===== src/rtl/serial_sub_pkg.sv =====
// Shared definitions for the bit-serial subtractor: FSM states and the default operand width.
package serial_sub_pkg;

    localparam int DEFAULT_WIDTH = 4;

    typedef enum logic [1:0] {
        IDLE = 2'd0,
        RUN  = 2'd1,
        DONE = 2'd2
    } state_t;

endpackage


===== src/rtl/full_sub1.sv =====
// One-bit full subtractor: d = a - b - bin, bout set when the bit position needs a borrow.
module full_sub1 (
    input  logic a,
    input  logic b,
    input  logic bin,
    output logic d,
    output logic bout
);

    assign d    = a ^ b ^ bin;
    assign bout = (~a & b) | (~(a ^ b) & bin);

endmodule


===== src/rtl/serial_sub4.sv =====
// Bit-serial subtractor: d = a - b - bi computed LSB first, one bit per clock,
// through a single full subtractor and a borrow register.
module serial_sub4
    import serial_sub_pkg::*;
#(
    parameter int WIDTH = DEFAULT_WIDTH
) (
    input  logic             clk,
    input  logic             rst,
    input  logic             in_valid,
    output logic             in_ready,
    input  logic [WIDTH-1:0] a,
    input  logic [WIDTH-1:0] b,
    input  logic             bi,
    output logic             out_valid,
    input  logic             out_ready,
    output logic [WIDTH-1:0] d,
    output logic             bo
);

    localparam int CW = $clog2(WIDTH) + 1;

    // Handshakes: a transfer happens on a rising edge where valid & ready are both high.
    // in_ready is high only in IDLE and out_valid only in DONE, so one operation is in flight at a time.
    state_t           state;
    state_t           state_next;
    logic [WIDTH-1:0] a_sr;
    logic [WIDTH-1:0] b_sr;
    logic [WIDTH-1:0] res_sr;
    logic             brw;
    logic [CW-1:0]    cnt;
    logic             diff_bit;
    logic             brw_next;
    logic             accept;
    logic             take;
    logic             last_bit;

    full_sub1 u_bit (
        .a    (a_sr[0]),
        .b    (b_sr[0]),
        .bin  (brw),
        .d    (diff_bit),
        .bout (brw_next)
    );

    assign in_ready  = (state == IDLE);
    assign out_valid = (state == DONE);
    assign accept    = in_valid & in_ready;
    assign take      = out_valid & out_ready;
    assign last_bit  = (cnt == CW'(WIDTH - 1));

    // Result is gated by state so partial differences never leak out.
    assign d  = out_valid ? res_sr : '0;
    assign bo = out_valid & brw;

    always_comb begin
        state_next = state;
        case (state)
            IDLE:    if (accept)   state_next = RUN;
            RUN:     if (last_bit) state_next = DONE;
            DONE:    if (take)     state_next = IDLE;
            default:               state_next = IDLE;
        endcase
    end

    always_ff @(posedge clk or posedge rst) begin
        if (rst) state <= IDLE;
        else     state <= state_next;
    end

    always_ff @(posedge clk or posedge rst) begin
        if (rst) begin
            a_sr   <= '0;
            b_sr   <= '0;
            res_sr <= '0;
            brw    <= 1'b0;
            cnt    <= '0;
        end else if (accept) begin
            a_sr   <= a;
            b_sr   <= b;
            res_sr <= '0;
            brw    <= bi;
            cnt    <= '0;
        end else if (state == RUN) begin
            a_sr   <= a_sr >> 1;
            b_sr   <= b_sr >> 1;
            res_sr <= {diff_bit, res_sr[WIDTH-1:1]};
            brw    <= brw_next;
            cnt    <= cnt + CW'(1);
        end
    end

endmodule


===== config.mk =====
export PLATFORM = sky130hd
export DESIGN_NAME = serial_sub4
export DESIGN_NICKNAME = d
export VERILOG_FILES = /design/src/rtl/serial_sub_pkg.sv /design/src/rtl/full_sub1.sv /design/src/rtl/serial_sub4.sv
export SDC_FILE = /design/constraint.sdc
export NUM_CORES = 1
export LEC_CHECK = 0
export CAP_MARGIN = 20
export CORE_AREA = 5 5 47 49
export CTS_BUF_LIST = sky130_fd_sc_hd__clkbuf_4 sky130_fd_sc_hd__clkbuf_8
export CTS_CLUSTER_DIAMETER = 200
export CTS_CLUSTER_SIZE = 28
export DETAILED_ROUTE_END_ITERATION = 16
export DIE_AREA = 0 0 52 54
export GPL_TIMING_DRIVEN = 0
export PLACE_DENSITY = 0.82
export SYNTH_ARGS = -nofsm -noshare
export SYNTH_HDL_FRONTEND = slang
export SYNTH_HIERARCHICAL = 1
export SYNTH_SLANG_ARGS = --single-unit

===== constraint.sdc =====
create_clock -name clk -period 1.8 [get_ports clk]
set_input_delay 0.27 -clock clk [delete_from_list [all_inputs] [get_ports clk]]
set_output_delay 0.27 -clock clk [all_outputs]
set_load 0.02 [all_outputs]

==> impl_metrics.py <==
metrics = {
    "synth": {
        "synthCells": 84,
        "synthMuxAreaShare_pct": 0,
        "yosys.area_share.simple_pct": 18.3,
        "synth_cell_type_count": 29,
        "syn_area_sq_um": 901,
        "ys_seq_area_share_pct": 50.0,
        "synth-compound-area-share_pct": 19.7,
        "synth_fa_ha_area_share_pct": 5.00,
        "synth_top_family_by_area": "compound AO/OA/AOI/OAI gates",
        "syn-num-nets": 100,
        "synth_xor_area_share_pct": 0,
        "ys_warn_count": 6,
        "avgSynthCellArea_sq_um": 10.7,
        "ys_seq_elements": 18,
    },
    "floorplanning": {
        "core_area_sq_um": 1820,
        "num_rows": 16,
        "die_w_microns": 52,
        "die_h_microns": 54,
        "start_util_pct": 49.5,
        "fp.dieArea_sq_um": 2810,
        "io_pins": 20,
    },
    "setup_path": {
        "ff2ff_path_depth": 3,
        "cp_num_cells": 3,
        "cp_max_fo": 10,
        "critPathBufInv": 2,
        "crit_type": "flip-flop to output pin",
        "ff2ff_setup_slack_ps": 530,
        "path_cells": "buf_4 > nor2_2 > clkdlybuf4s15_1",
        "r2r_end": "b_sr[2]",
        "max_stage_delay_ps": 450,
        "worstPathArrival_ps": 1430,
        "crit_path_end_kind": "output pin",
        "rr_startpoint": "state[0]",
        "start_kind": "flip-flop",
        "critical_path_required_ps": 1530,
        "crit_path_top_delay_cell": "dfrtp_1",
        "crit_family": "buffers and inverters",
    },
    "clocking": {
        "cts_root_buf": "clkbuf_4",
        "cts_max_level": 1,
        "worst_skew_pair.late_latency_ps": 290,
        "cts.sinks": 18,
        "holdBufCountCts": 0,
        "cts_made_buffers": 3,
        "clk_path_buf_depth": 2,
        "cts_tree": "done",
        "clk_pin_slew_ps": 100,
    },
    "status": {
        "run_status": "finished clean",
    },
    "min_path": {
        "hp-class": "input pin to async pin",
    },
    "grt": {
        "grt_pass1_wl_mm": 3.02,
        "grt_overflow": 0,
        "grt_use_total_pct": 14.6,
        "grt_pass1_vias": 686,
        "antenna_found_initial": 0,
        "grt_max_degree": 19,
    },
    "layout": {
        "antenna-diode-count": 0,
        "area_delta_synth_final_pct": 26.7,
        "layout.cells.most_common_list": "dfrtp_1 (17), clkdlybuf4s50_1 (11), inv_1 (9)",
        "fin_nets": 125,
        "final_common_cell": "dfrtp_1",
        "drive_gt1_share_pct": 19.4,
    },
    "routing": {
        "dr.pass1.iters": 4,
        "num_vias": 701,
        "drt-initial-drc-count": 10,
        "wl_per_cell_microns": 12.7,
        "route.detailed.drc": 0,
        "wirelength_mm": 1.72,
        "vias_per_cell": 5.19,
        "ant_nets": 0,
    },
    "timing": {
        "max_slew.worst_pin.slew_ps": 673,
        "timing.slew.headroom_pct": 55.1,
        "fmaxAchievable_mhz": 587,
        "setup_tns_ps": 0,
        "setup_viol": 0,
        "fin_skew_ps": 1.83,
        "report.final.slew_viol_count": 0,
        "fin_crit_sh_pct": 94.6,
        "fin_ws_ps": 96.4,
        "period_minus_slack_ps": 1700,
        "hold_viol_final": 0,
        "rsz0062_at_grt": "false",
    },
    "flow_run": {
        "maxCapViolCount": 0,
    },
    "pwr": {
        "p_leak_nw": 0.534,
        "vdd_drop_max_v": 0.000787,
        "p_per_area_nw_per_um2": 1550,
    },
    "placement": {
        "place.port_buffers": 18,
        "dp_slack_ps": 33.2,
        "place_congestion": 0.785,
        "dp_hpwl_mm": 1.29,
    },
}
## metrics by stage
| stage | power, mW | hold WS [ps] | util (%) | instance area (sq um) | instances |
|---|---|---|---|---|---|
| 6_report | 1.77 | 370 | 62.6 | 1140 | 135 |
| 5_1_grt | 1.93 | 406 | 62.6 | 1140 | 135 |
| 4_1_cts | 1.76 | 382 | 63.2 | 1150 | 133 |
| 2_1_floorplan | 1.31 | 209 | - | 901 | 84 |
| 3_5_place_dp | 1.53 | 483 | 61.2 | 1110 | 129 |
| 3_3_place_gp | 1.49 | 476 | 61.2 | 1110 | 129 |
## per-layer routing
layer / up-vias / track usage, % / wire, microns
met5: - / 0 / 0
li1: 343 / - / -
met1: 335 / 18.5 / 822
met3: 5 / 2.77 / 75
met2: 18 / 23.6 / 776
met4: 0 / 7.86 / 43
## Yosys cell counts
cell      instances  area [sq um]
nor2b_1           4          25.0
nor2_2            1          6.26
o221a_2           1          11.3
a32o_1            1          10.0
and2_1            5          31.3
a22oi_1           2          15.0
fa_1              1          20.0
and4bb_2          1          12.5
ha_1              2          25.0
a221oi_1          2          17.5
nor4bb_1          1          10.0
buf_2             2          10.0
nor2b_4           1          13.8
buf_4             1          7.51
o22ai_1           1          6.26
nand3b_1          1          7.51
nor3_1            2          10.0
buf_6             1          11.3
o22a_1            2          17.5
nor3b_1           2          15.0
o21bai_2          1          11.3
a22o_1            5          43.8
o21ai_0           4          20.0
nor2_1            2          7.51
nand2_1           5          18.8
inv_1             9          33.8
dfrtp_1          18           450
a21oi_1           5          25.0
or2b_1            1          7.51
## power by group
part	total, mW	internal, mW	switching, mW
clock network	0.249	0.123	0.126
logic	0.809	0.404	0.404
registers	0.712	0.591	0.121
## repair_timing
action,4_1_cts,5_1_grt
endpoints found under the setup margin,7,7
buffers inserted,0,2
gates resized for setup,14,7
cloned,0,0
endpoints found under the hold margin,0,0
## worst register-to-register path, cell delays in order, from the launching register on
cell	delay, ps
dfrtp_2	450
buf_4	140
o21bai_2	380
a221oi_1	170
## final cells by class
type / instances / area (sq um)
inverter: 9 / 33.8
sequential: 18 / 452
clock buffer: 4 / 36.3
timing repair buffer: 20 / 169
tap: 27 / 33.8
fill: 160 / 681
buffer: 4 / 28.8
multi-input combinational: 53 / 388
## flip-flops by register name (all words and copies together), names as in the netlist
register	flops
state	2
cnt	3
a_sr	4
res_sr	4
brw	1
b_sr	4
## worst max path at each step
stage | start | slack, ps | end
2_1_floorplan | state[0] | 500 | bo
3_3_place_gp | state[0] | 30 | bo
3_5_place_dp | state[0] | 30 | d[1]
4_1_cts | state[0] | 6 | d[3]
5_1_grt | state[1] | 6 | in_ready
6_report | state[1] | 100 | in_ready
## cells by family (layout without fill, tap and decap cells)
logic type | Yosys count | count (layout)
flops | 18 | 18
buf+inv | 13 | 37
fa+ha+maj | 3 | 3
simple gates | 26 | 26
compound gates | 24 | 24
Power figures use the tool's default switching activity.
